<file path="config.mk">
export PLATFORM = sky130hd
export DESIGN_NAME = serial_pattern_detector
export DESIGN_NICKNAME = d
export VERILOG_FILES = /design/src/rtl/seq_det_pkg.sv /design/src/rtl/pattern_lock_tracker.sv /design/src/rtl/serial_pattern_detector.sv
export SDC_FILE = /design/constraint.sdc
export NUM_CORES = 1
export LEC_CHECK = 0
export BUFFER_PORTS_ARGS = -buffer_cell sky130_fd_sc_hd__buf_2
export CAP_MARGIN = 10
export CORE_MARGIN = 1
export CORE_UTILIZATION = 45
export DETAILED_ROUTE_END_ITERATION = 6
export GPL_TIMING_DRIVEN = 0
export PLACE_DENSITY = 0.67
export SYNTH_ARGS = -nofsm -noshare
export SYNTH_HDL_FRONTEND = slang
export SYNTH_HIERARCHICAL = 1
export SYNTH_SLANG_ARGS = --single-unit
export TNS_END_PERCENT = 10
</file>
<file path="constraint.sdc">
create_clock -name clk -period 2.3 [get_ports clk]
set_input_delay 0.23 -clock clk [delete_from_list [all_inputs] [get_ports clk]]
set_output_delay 0.23 -clock clk [all_outputs]
set_load 0.02 [all_outputs]
</file>
<file path="src/rtl/seq_det_pkg.sv">
// Shared defaults and types for the serial pattern detector and its lock tracker.
package seq_det_pkg;

  localparam int unsigned DEFAULT_PAT_W   = 4;
  localparam logic [3:0]  DEFAULT_PATTERN = 4'b1011;
  localparam int unsigned DEFAULT_CNT_W   = 8;
  localparam int unsigned DEFAULT_LOCK_N  = 3;

  typedef enum logic [1:0] {
    UNLOCKED = 2'd0,
    TRACKING = 2'd1,
    LOCKED   = 2'd2
  } lock_state_t;

endpackage

</file>
<file path="src/rtl/pattern_lock_tracker.sv">
// Periodic-lock tracker: asserts locked after LOCK_N matches spaced exactly PAT_W
// accepted bits apart; drops lock when PAT_W bits pass without a match.
module pattern_lock_tracker
  import seq_det_pkg::*;
#(
  parameter int unsigned PAT_W  = DEFAULT_PAT_W,
  parameter int unsigned LOCK_N = DEFAULT_LOCK_N
) (
  input  logic clk,
  input  logic reset,
  input  logic bit_valid,
  input  logic match_now,
  output logic locked
);

  localparam int unsigned GAP_W = $clog2(PAT_W + 2);
  localparam int unsigned RUN_W = $clog2(LOCK_N + 1);

  localparam logic [GAP_W-1:0] GAP_MAX    = GAP_W'(PAT_W + 1);
  localparam logic [GAP_W-1:0] GAP_PERIOD = GAP_W'(PAT_W - 1);
  localparam logic [GAP_W-1:0] GAP_LOST   = GAP_W'(PAT_W);
  localparam logic [RUN_W-1:0] RUN_MAX    = RUN_W'(LOCK_N);

  logic [GAP_W-1:0] gap_q, gap_d;
  logic [RUN_W-1:0] run_q, run_d;
  lock_state_t      state_q, state_d;

  always_comb begin
    gap_d   = gap_q;
    run_d   = run_q;
    state_d = state_q;
    if (bit_valid) begin
      if (match_now) begin
        gap_d = '0;
        // gap==PAT_W-1 before this bit means the match lands exactly PAT_W bits later
        if (gap_q == GAP_PERIOD) begin
          run_d = (run_q == RUN_MAX) ? RUN_MAX : run_q + 1'b1;
        end else begin
          run_d = RUN_W'(1);
        end
        state_d = (run_d == RUN_MAX) ? LOCKED : TRACKING;
      end else begin
        if (gap_q != GAP_MAX) begin
          gap_d = gap_q + 1'b1;
        end
        if (gap_d == GAP_LOST) begin
          run_d   = '0;
          state_d = UNLOCKED;
        end
      end
    end
  end

  always_ff @(posedge clk or posedge reset) begin
    if (reset) begin
      gap_q   <= '0;
      run_q   <= '0;
      state_q <= UNLOCKED;
    end else begin
      gap_q   <= gap_d;
      run_q   <= run_d;
      state_q <= state_d;
    end
  end

  assign locked = (state_q == LOCKED);

endmodule

</file>
<file path="src/rtl/serial_pattern_detector.sv">
// Overlapping serial pattern detector with registered match pulse and saturating count.
// Define DET_LOCK_EN to build the periodic-lock tracker; otherwise locked is tied low.
module serial_pattern_detector
  import seq_det_pkg::*;
#(
  parameter int unsigned      PAT_W   = DEFAULT_PAT_W,
  parameter logic [PAT_W-1:0] PATTERN = PAT_W'(DEFAULT_PATTERN),
  parameter int unsigned      CNT_W   = DEFAULT_CNT_W,
  parameter int unsigned      LOCK_N  = DEFAULT_LOCK_N
) (
  input  logic             clk,
  input  logic             reset,
  input  logic             bit_valid,
  input  logic             bit_in,
  input  logic             clear_cnt,
  output logic             match,
  output logic [CNT_W-1:0] match_cnt,
  output logic             locked
);

  if (PAT_W < 2 || PAT_W > 16) begin : g_chk_pat_w
    $error("serial_pattern_detector: PAT_W must be in 2..16");
  end
  if (LOCK_N < 1) begin : g_chk_lock_n
    $error("serial_pattern_detector: LOCK_N must be at least 1");
  end

  localparam int unsigned HIST_W = PAT_W - 1;
  localparam int unsigned FILL_W = $clog2(PAT_W + 1);

  localparam logic [FILL_W-1:0] FILL_MAX  = FILL_W'(PAT_W);
  localparam logic [FILL_W-1:0] FILL_NEED = FILL_W'(PAT_W - 1);

  // The oldest history bit can never take part in a future match, so only
  // PAT_W-1 bits are stored; the incoming bit completes the window.
  logic [HIST_W-1:0] hist_q, hist_d;
  logic [FILL_W-1:0] fill_q, fill_d;
  logic              match_q, match_d;
  logic [CNT_W-1:0]  match_cnt_q, match_cnt_d;
  logic [PAT_W-1:0]  window;

  assign window  = {hist_q, bit_in};
  assign match_d = bit_valid && (fill_q >= FILL_NEED) && (window == PATTERN);

  always_comb begin
    hist_d = hist_q;
    fill_d = fill_q;
    if (bit_valid) begin
      hist_d = window[HIST_W-1:0];
      if (fill_q != FILL_MAX) begin
        fill_d = fill_q + 1'b1;
      end
    end
  end

  always_comb begin
    match_cnt_d = match_cnt_q;
    if (clear_cnt) begin
      match_cnt_d = match_d ? CNT_W'(1) : '0;
    end else if (match_d && match_cnt_q != '1) begin
      match_cnt_d = match_cnt_q + 1'b1;
    end
  end

  always_ff @(posedge clk or posedge reset) begin
    if (reset) begin
      hist_q      <= '0;
      fill_q      <= '0;
      match_q     <= 1'b0;
      match_cnt_q <= '0;
    end else begin
      hist_q      <= hist_d;
      fill_q      <= fill_d;
      match_q     <= match_d;
      match_cnt_q <= match_cnt_d;
    end
  end

  assign match     = match_q;
  assign match_cnt = match_cnt_q;

`ifdef DET_LOCK_EN
  pattern_lock_tracker #(
    .PAT_W  (PAT_W),
    .LOCK_N (LOCK_N)
  ) u_lock (
    .clk       (clk),
    .reset     (reset),
    .bit_valid (bit_valid),
    .match_now (match_d),
    .locked    (locked)
  );
`else
  assign locked = 1'b0;
`endif

endmodule

</file>
==> run_results.csv, run 1 <==
group,metric,value,unit
clock_tree,cts_root_buffer,"clkbuf_4",
setup_path,r2r_cells,6,
logic_synthesis,yosysSeqAreaShare,47.9,%
clock_tree,tritoncts,"done",
clock_tree,clk_pin_slew_worst_paths,90,ps
detailed_routing,drt-total-wl,1390,µm
detailed_routing,viasPerCell,5.65,
logic_synthesis,netlist.area_leader.share,47.9,%
placed_design,place.gp.congestion,0.790,
global_route,grt_antenna_before_repair,0,
setup_path,crit_chain,"ha_1, ha_1, a211oi_1, or3_4, nor4_1, mux2_2",
power,ir_drop,0.449,mV
clock_tree,cts-resized-gates,0,
cells_and_area,area_growth,14.2,%
detailed_routing,initialDrtViolationCount,9,
detailed_routing,post_drt_wl_per_cell,12.2,µm
logic_synthesis,synth-edff-count,0,
sta,post-route-worst-setup-slack,406,ps
floorplan,row_count,14,
sta,max_freq,528,MHz
setup_path,critPathCaptureType,"register",
logic_synthesis,synthTopCellsByArea,"dfrtp_1 48%, ha_1 6.4%, inv_1 4.3%",
cells_and_area,diodes,0,
sta,period_share,82.3,%
logic_synthesis,ys_ff_latch,15,
logic_synthesis,syn_inst,81,
global_route,grt_pass1_wl,2400,µm
flow_run,drv_cap,0,
setup_path,rr_endpoint,"match_cnt[5]$_DFFE_PP0P_",
setup_path,reg2reg_from,"fill_q[0]$_DFFE_PP0P_",
logic_synthesis,synth.most_common_cell,"dfrtp_1",
power,powerDensity,684,nW/µm²
floorplan,fp.dieW,43.7,µm
logic_synthesis,synth_area,783,µm²
status,status,"complete, but fails checks",
sta,timing.hold.ws,-4.56,ps
sta,finalMaxSlewViolations,0,
setup_path,worstSetupPathType,"register to register",
setup_path,cp_max_fo,4,
hold_path,min_path_type,"input pin to asynchronous set/reset pin",
setup_path,slowest_delay,380,ps
logic_synthesis,synth_cell_types,26,
global_route,grt_pass1_vias,576,
setup_path,arrival,2060,ps
floorplan,core_area,1560,µm²
sta,rsz0062_at_grt,"no",
sta,worst_clock_skew,2.04,ps
clock_tree,insertion_delay,280,ps
placed_design,place_ws,394,ps
sta,finalCriticalPeriod,1890,ps
setup_path,cp.required,2470,ps
clock_tree,htreeDepth,1,
logic_synthesis,synth_common_cells,"15 x dfrtp_1, 9 x inv_1, 6 x a21oi_1, 6 x o21ai_0",
setup_path,crit_path_top_delay_cell,"dfrtp_1",
clock_tree,ctsHoldBuffers,0,
logic_synthesis,async_reset_ff_share,100,%
status,violations,"design-rule violations, negative hold slack",
logic_synthesis,synth-main-ff-cell,"dfrtp_1",
sta,worst_slew_pin_slew,572,ps
power,finalPower,0.612,mW
global_route,grt_max_degree,16,
sta,fin_tns_setup,0,ps
floorplan,start_util,50.2,%
detailed_routing,vias,644,
logic_synthesis,ys_warn_count,6,
setup_path,endpoint,"match_cnt[5]$_DFFE_PP0P_",
clock_tree,cts_made_buffers,3,
floorplan,pin_count,15,
power,p_leak,0.430,nW
logic_synthesis,synth.avg_cell_area,9.67,µm²
floorplan,dieArea,1910,µm²
setup_path,crit_top_cell,"ha_1",
cells_and_area,nets,108,
clock_tree,cts.sinks,15,
clock_tree,clock_path_buffers,2,
sta,hold_viol_final,12,
sta,slew_headroom,61.8,%
placed_design,dp_hpwl,1050,µm
sta,final-setup-viol-count,0,
logic_synthesis,netlist.top_cell.by_area,"dfrtp_1",
setup_path,startpoint,"fill_q[0]$_DFFE_PP0P_",
cells_and_area,drive_gt1_share,22.4,%
detailed_routing,drtAntennaViolNets,0,
floorplan,die_h,43.7,µm
detailed_routing,drc,1,
global_route,gr-usage-all-layers,17.5,%
detailed_routing,dr.pass1.iters,6,
logic_synthesis,syn_nets,90,
setup_path,worst-r2r-setup-slack,410,ps
setup_path,startpoint_type,"register",
placed_design,io_buffers,13,
clock_tree,cts_setup_buffers,0,
global_route,grt_overflow_total,0,
[where the power goes]
| part | switching [mW] | total [mW] | internal, mW |
|---|---|---|---|
| clock | 0.0802 | 0.147 | 0.0672 |
| combinational | 0.0743 | 0.133 | 0.0591 |
| sequential | 0.0296 | 0.331 | 0.301 |
[layout by cell type (no fill, tap or decap), types with 4 or more instances in the layout]
cell type / n
a21oi_1: 6
ha_1: 4
nand2_1: 5
dfrtp_1: 15
nor2_1: 5
o21ai_0: 6
inv_1: 9
buf_2: 14
[per-layer routing]
layer	up-vias	wire length, µm	global-route usage (%)
li1	320	-	-
met1	307	622	23.4
met2	15	709	26.6
met3	2	49	2.50
met4	0	9	11.3
met5	-	0	0
[metrics by stage]
| stage | cells | util (%) | instance area, µm² |
|---|---|---|---|
| 2_1_floorplan | 81 | - | 783 |
| 5_1_grt | 114 | 57.4 | 895 |
| 4_1_cts | 114 | 57.4 | 895 |
| 6_report | 114 | 57.4 | 895 |
| 3_5_place_dp | 110 | 55.7 | 868 |
| 3_3_place_gp | 110 | 55.7 | 868 |
[area by class of cell]
class,count,area [µm²]
clock buffer,4,26.3
multi-input combinational,54,358
inverter,9,33.8
tap,16,20.0
buffer,3,16.3
timing repair buffer,13,65.1
sequential,15,375
fill,146,664
[cells by family (layout without fill, tap and decap cells)]
| kind of cell | count (synthesis) | in the layout | share of synthesized area (%) |
|---|---|---|---|
| other | 1 | 1 | 0.479 |
| flip-flops | 15 | 15 | 47.9 |
| buffers and inverters | 12 | 29 | 6.39 |
| adder cells (fa/ha/maj) | 4 | 4 | 6.39 |
| AO/OA/AOI/OAI | 20 | 20 | 16.0 |
| XOR/XNOR | 1 | 1 | 1.12 |
| multiplexers | 3 | 3 | 4.31 |
| AND/OR/NAND/NOR | 25 | 25 | 17.4 |
[how the worst min path moves through the flow]
stage                from  cells past startpoint               endpoint  slack (ps)
global placement    reset                      2  hist_q[2]$_DFFE_PP0P_         320
finish              reset                      2  fill_q[1]$_DFFE_PP0P_          -5
detailed placement  reset                      2  hist_q[1]$_DFFE_PP0P_         320
global route        reset                      2  hist_q[2]$_DFFE_PP0P_          40
CTS                 reset                      2  fill_q[2]$_DFFE_PP0P_           9
floorplan           reset                      1  fill_q[0]$_DFFE_PP0P_         130
[state kept, by name (all words and copies together) (netlist names)]
register	count
match_cnt	8
fill_q	3
hist_q	3
match	1
[critical path: cells and delay by family (launching register included)]
kind                     cells  cell delay [ps]
AO/OA/AOI/OAI                1               40
AND/OR/NAND/NOR              2              690
multiplexers                 1              370
flip-flops                   1              380
adder cells (fa/ha/maj)      2              300
Power figures use the tool's default switching activity.
==> inputs of run 2 (changes only) <==
Clock period 2.3 ns to 1.9 ns, I/O delays scaled along.
==> run_results.csv, run 2 (synthesis gave the netlist of run 1 again) <==
group,metric,value,unit
status,status,"complete, but fails checks",
status,violations,"design-rule violations",
detailed_routing,viasPerCell,5.58,
cells_and_area,final_cell_area,950,µm²
sta,max_freq,536,MHz
setup_path,rr_endpoint,"match_cnt[3]$_DFFE_PP0P_",
setup_path,crit_chain,"ha_1, ha_1, a211oi_2, or3_4, or4_1, a21oi_1",
floorplan,dieArea,1910,µm²
setup_path,arrival,2070,ps
power,ir_drop,0.559,mV
setup_path,endpoint,"match_cnt[3]$_DFFE_PP0P_",
cells_and_area,final_common_cell,"dfrtp_1",
setup_path,cp_max_fo,4,
sta,worst_slew_pin_slew,644,ps
global_route,grt_overflow_total,0,
clock_tree,clock_path_buffers,2,
clock_tree,cts.sinks,15,
detailed_routing,dr.pass1.iters,6,
sta,finalCriticalPeriod,1870,ps
setup_path,reg2reg_from,"fill_q[0]$_DFFE_PP0P_",
cells_and_area,diodes,0,
setup_path,worst-path-buf-inv,0,
placed_design,io_buffers,13,
cells_and_area,area_growth,21.2,%
cells_and_area,drive_gt1_share,28.0,%
setup_path,worst-r2r-setup-slack,30,ps
floorplan,fp.dieW,43.7,µm
setup_path,startpoint,"fill_q[0]$_DFFE_PP0P_",
setup_path,slowest_delay,510,ps
setup_path,cp.required,2110,ps
setup_path,worstSetupPathType,"register to register",
flow_run,drv_cap,0,
setup_path,cp_num_cells,6,
cells_and_area,nets,110,
clock_tree,htreeDepth,1,
setup_path,critPathCaptureType,"register",
clock_tree,insertion_delay,280,ps
detailed_routing,post_drt_wl_per_cell,12.5,µm
global_route,grt_pass1_wl,2430,µm
detailed_routing,drc,1,
detailed_routing,initialDrtViolationCount,8,
floorplan,start_util,50.2,%
global_route,grt_max_degree,16,
sta,finalMaxSlewViolations,0,
setup_path,cp_top_family,"simple AND/OR/NAND/NOR gates",
detailed_routing,drtAntennaViolNets,0,
hold_path,min_path_type,"input pin to register",
sta,period_share,98.2,%
power,finalPower,0.774,mW
floorplan,row_count,14,
global_route,grt_pass1_vias,581,
floorplan,pin_count,15,
sta,rsz0062_at_grt,"yes",
setup_path,startpoint_type,"register",
sta,fin_tns_setup,0,ps
power,powerDensity,815,nW/µm²
floorplan,core_area,1560,µm²
cells_and_area,fin_util,60.9,%
floorplan,die_h,43.7,µm
clock_tree,tritoncts,"done",
global_route,grt_antenna_before_repair,0,
clock_tree,cts_made_buffers,3,
power,p_leak,0.443,nW
placed_design,place.gp.congestion,0.790,
global_route,gr-usage-all-layers,17.7,%
detailed_routing,vias,647,
clock_tree,cts_root_buffer,"clkbuf_4",
detailed_routing,drt-total-wl,1450,µm
setup_path,crit_top_cell,"ha_1",
clock_tree,clk_pin_slew_worst_paths,90,ps
placed_design,placed_cell_area,868,µm²
placed_design,dp_hpwl,1050,µm
sta,hold_viol_final,0,
cells_and_area,largest_reg_flops,8,
setup_path,crit_path_top_delay_cell,"or4_1",
sta,worst_clock_skew,3.86,ps
setup_path,r2r_cells,6,
sta,final-setup-viol-count,0,
cells_and_area,layout_common_cells,"15 x dfrtp_1, 13 x buf_2, 9 x inv_1",
sta,slew_headroom,56.9,%
run 2: through the flow:
stage | setup WS, ps | instances | hold slack (ps)
global placement | 25.7 | 110 | 278
CTS | 23.4 | 115 | 131
detailed placement | -5.87 | 110 | 284
finish | 33.9 | 116 | 144
global route | -71.7 | 116 | 159
floorplan | 150 | 81 | 91.5
run 2: cell type report:
class	count	area [µm²]
clock buffer	4	26.3
fill	135	609
tap	16	20.0
timing repair buffer	15	82.6
sequential	15	375
multi-input combinational	54	393
inverter	9	33.8
buffer	3	18.8
run 2: worst min-delay path by stage:
| stage | cells after the start | start | end | slack [ps] |
|---|---|---|---|---|
| final | 3 | bit_in | hist_q[0]$_DFFE_PP0P_ | 140 |
| after global routing | 3 | bit_in | hist_q[0]$_DFFE_PP0P_ | 160 |
| after CTS | 3 | bit_in | hist_q[0]$_DFFE_PP0P_ | 130 |
| after detailed placement | 2 | reset | hist_q[1]$_DFFE_PP0P_ | 280 |
| after global placement | 2 | reset | hist_q[2]$_DFFE_PP0P_ | 280 |
| after floorplan | 1 | reset | fill_q[0]$_DFFE_PP0P_ | 90 |
run 2: report_power, final:
| part | switching (mW) | internal, mW | leakage (nW) |
|---|---|---|---|
| clock | 0.0989 | 0.0814 | 0.0150 |
| combinational | 0.0994 | 0.0913 | 0.231 |
| sequential | 0.0382 | 0.365 | 0.198 |
| total | 0.237 | 0.537 | 0.443 |
run 2: timing repair:
| action | in CTS | in global routing |
|---|---|---|
| hold buffers | 1 | 0 |
| gates resized for setup | 1 | 7 |
| setup buffers | 0 | 1 |
| pin swaps | 0 | 1 |
| endpoints found under the hold margin | 15 | 0 |
| endpoints found under the setup margin | 1 | 7 |
| gates cloned | 0 | 0 |
run 2: worst register-to-register path, cell delays in order (launching register included):
cell,delay [ps]
dfrtp_1,400
ha_1,170
ha_1,160
a211oi_2,40
or3_4,360
or4_1,510
a21oi_1,150
run 2: layer usage:
layer | global-route usage, % | share of wire, % | vias to the layer above
met4 | 11.3 | 0.62 | 0
met5 | 0 | 0 | -
met3 | 2.50 | 2.9 | 2
met2 | 27.2 | 52 | 11
met1 | 23.4 | 44 | 311
li1 | - | - | 323
==> inputs of run 3 (changes only) <==
Settings changed: ABC_AREA from default to 1, PLACE_DENSITY 0.67 to 0.66.
==> run_results.csv, run 3 <==
group,metric,value,unit
status,status,"finished clean",
logic_synthesis,syn_nets,121,
global_route,grt_overflow_total,0,
detailed_routing,drt-total-wl,1610,µm
cells_and_area,diodes,0,
sta,worst_slew_pin_slew,586,ps
clock_tree,cts.sinks,15,
setup_path,slowest_delay,390,ps
power,powerDensity,770,nW/µm²
logic_synthesis,syn_inst,112,
flow_run,drv_cap,0,
power,clock_power_share,23.4,%
logic_synthesis,synth_cell_types,23,
sta,final-setup-viol-count,0,
setup_path,crit_chain,"ha_1, ha_1, nor2_1, o21ai_2, nand3_4, nand2_4, nand2_1, nand2_1",
setup_path,cp_max_fo,9,
logic_synthesis,yosysSeqAreaShare,41.3,%
sta,rsz0062_at_grt,"no",
floorplan,die_h,47.0,µm
power,finalPower,0.798,mW
floorplan,dieArea,2210,µm²
logic_synthesis,synth-main-ff-cell,"dfrtp_1",
clock_tree,clock_path_buffers,2,
global_route,grt_pass1_wl,2580,µm
detailed_routing,vias,742,
cells_and_area,layout_common_cells,"30 x nand2_1, 15 x dfrtp_1, 14 x nand3_1, 14 x buf_2, 12 x inv_1",
global_route,grt_pass1_vias,612,
cells_and_area,final_common_cell,"nand2_1",
sta,finalCriticalPeriod,1460,ps
clock_tree,tritoncts,"done",
clock_tree,clk_pin_slew_worst_paths,90,ps
power,power_switching,0.273,mW
sta,max_freq,685,MHz
clock_tree,htreeDepth,1,
setup_path,cp_top_family,"simple AND/OR/NAND/NOR gates",
placed_design,place_ws,438,ps
setup_path,crit_path_top_delay_cell,"dfrtp_1",
power,power_frac_comb,27.1,%
power,p_int,0.526,mW
hold_path,min_path_type,"input pin to register",
power,swShare,34.1,%
sta,period_share,76.8,%
placed_design,place.gp.congestion,0.809,
setup_path,cp.required,2080,ps
setup_path,arrival,1640,ps
logic_synthesis,synth_common_cells,"30 x nand2_1, 15 x dfrtp_1, 14 x nand3_1, 12 x inv_1, 10 x nor2_1",
floorplan,pin_count,15,
logic_synthesis,async_reset_ff_share,100,%
floorplan,start_util,50.5,%
logic_synthesis,netlist.top_cell.by_area,"dfrtp_1",
detailed_routing,post_drt_wl_per_cell,10.4,µm
logic_synthesis,ys_warn_count,6,
clock_tree,insertion_delay,290,ps
logic_synthesis,synthTopCellsByArea,"dfrtp_1 41%, nand2_1 12%, nand3_1 7.7%",
detailed_routing,initialDrtViolationCount,10,
detailed_routing,drc,0,
logic_synthesis,synth.avg_cell_area,8.12,µm²
logic_synthesis,synth.most_common_cell,"nand2_1",
clock_tree,cts_root_buffer,"clkbuf_4",
setup_path,worst-path-buf-inv,0,
power,p_seq_share,49.5,%
global_route,grt_max_degree,16,
detailed_routing,viasPerCell,4.82,
logic_synthesis,synth-edff-count,0,
sta,post-route-worst-setup-slack,441,ps
sta,hold_viol_final,0,
detailed_routing,drtAntennaViolNets,0,
logic_synthesis,synth_area,910,µm²
sta,worst_clock_skew,7.35,ps
cells_and_area,area_growth,14.0,%
cells_and_area,fill_cells,186,
detailed_routing,dr.pass1.iters,4,
clock_tree,cts_setup_buffers,0,
cells_and_area,drive_gt1_share,23.3,%
placed_design,dp_hpwl,1190,µm
setup_path,worstSetupPathType,"register to register",
floorplan,fp.dieW,47.0,µm
placed_design,io_buffers,12,
power,p_leak,0.569,nW
floorplan,core_area,1800,µm²
logic_synthesis,netlist.area_leader.share,41.3,%
clock_tree,cts_made_buffers,3,
cells_and_area,nets,139,
sta,fin_tns_setup,0,ps
cells_and_area,largest_reg_flops,8,
setup_path,critPathCaptureType,"register",
global_route,gr-usage-all-layers,17.1,%
global_route,grt_antenna_before_repair,0,
floorplan,row_count,15,
setup_path,startpoint_type,"register",
sta,finalMaxSlewViolations,0,
power,ir_drop,0.628,mV
logic_synthesis,ys_ff_latch,15,
sta,slew_headroom,60.9,%
run 3: cell types whose count changed in the layout (fill, tap and decap cells not counted), sizes merged, moves of 4 or more:
cell	delta
nand3	+13
nand2	+30
a21oi	-4
nor2	+8
run 3: per-stage QoR:
step / cell area [µm²] / cells / util, % / hold slack [ps]
after floorplan: 910 / 112 / - / 91.5
after global routing: 1040 / 154 / 57.6 / 146
after global placement: 1000 / 149 / 55.6 / 282
after detailed placement: 1000 / 149 / 55.6 / 283
final: 1040 / 154 / 57.6 / 146
after CTS: 1040 / 154 / 57.6 / 146
run 3: power by group through the flow:
| stage | combinational [mW] | sequential, mW | clock (mW) |
|---|---|---|---|
| CTS | 0.222 | 0.396 | 0.190 |
| floorplan | 0.169 | 0.402 | 0 |
| global route | 0.252 | 0.401 | 0.205 |
| detailed placement | 0.219 | 0.403 | 0 |
| finish | 0.216 | 0.395 | 0.187 |
| global placement | 0.210 | 0.401 | 0 |
run 3: cells by family (layout without fill, tap and decap cells):
kind of cell | count (synthesis) | count (layout) | share of synthesized area (%)
xor+xnor | 3 | 3 | 2.89
buf+inv | 15 | 32 | 6.88
mux | 1 | 1 | 1.24
flops | 15 | 15 | 41.3
compound gates | 6 | 6 | 3.71
simple gates | 67 | 67 | 38.1
fa+ha+maj | 4 | 4 | 5.50
other cells | 1 | 1 | 0.412
run 3: final timing paths:
check,startpoint,end,slack [ps],cells past startpoint
min reg2reg,hist_q[0]$_DFFE_PP0P_,hist_q[1]$_DFFE_PP0P_,540,2
min,bit_in,hist_q[0]$_DFFE_PP0P_,150,2
min in group asynchronous,reset,hist_q[0]$_DFFE_PP0P_,500,3
max,fill_q[0]$_DFFE_PP0P_,match_cnt[2]$_DFFE_PP0P_,440,8
max reg2reg,fill_q[0]$_DFFE_PP0P_,match_cnt[2]$_DFFE_PP0P_,440,8
max in group asynchronous,reset,match_cnt[2]$_DFFE_PP0P_,1020,3
run 3: layout make-up:
| cell class | instances | area [µm²] | area share (%) |
|---|---|---|---|
| sequential | 15 | 375 | 36.2 |
| buffer | 3 | 17.5 | 1.69 |
| timing repair buffer | 13 | 70.1 | 6.76 |
| multi-input combinational | 82 | 472 | 45.5 |
| tap | 25 | 31.3 | 3.02 |
| inverter | 12 | 45.0 | 4.34 |
| clock buffer | 4 | 26.3 | 2.53 |
run 3: worst reg2reg max path: cells and delay by family, from the launching register on:
| kind | cells | cell delay [ps] |
|---|---|---|
| fa+ha+maj | 2 | 370 |
| compound gates | 1 | 100 |
| simple gates | 5 | 500 |
| flops | 1 | 390 |
run 3: repair_timing:
item,in CTS,in global routing
hold buffers,1,0
hold endpoints to repair,15,0
resized for setup,0,0
run 3: routing by layer:
metal  part of all wire (%)  track usage [%]
met3                    3.3             2.31
met1                     46             20.5
met4                    2.7             10.3
met5                      0                0
met2                     48             28.9
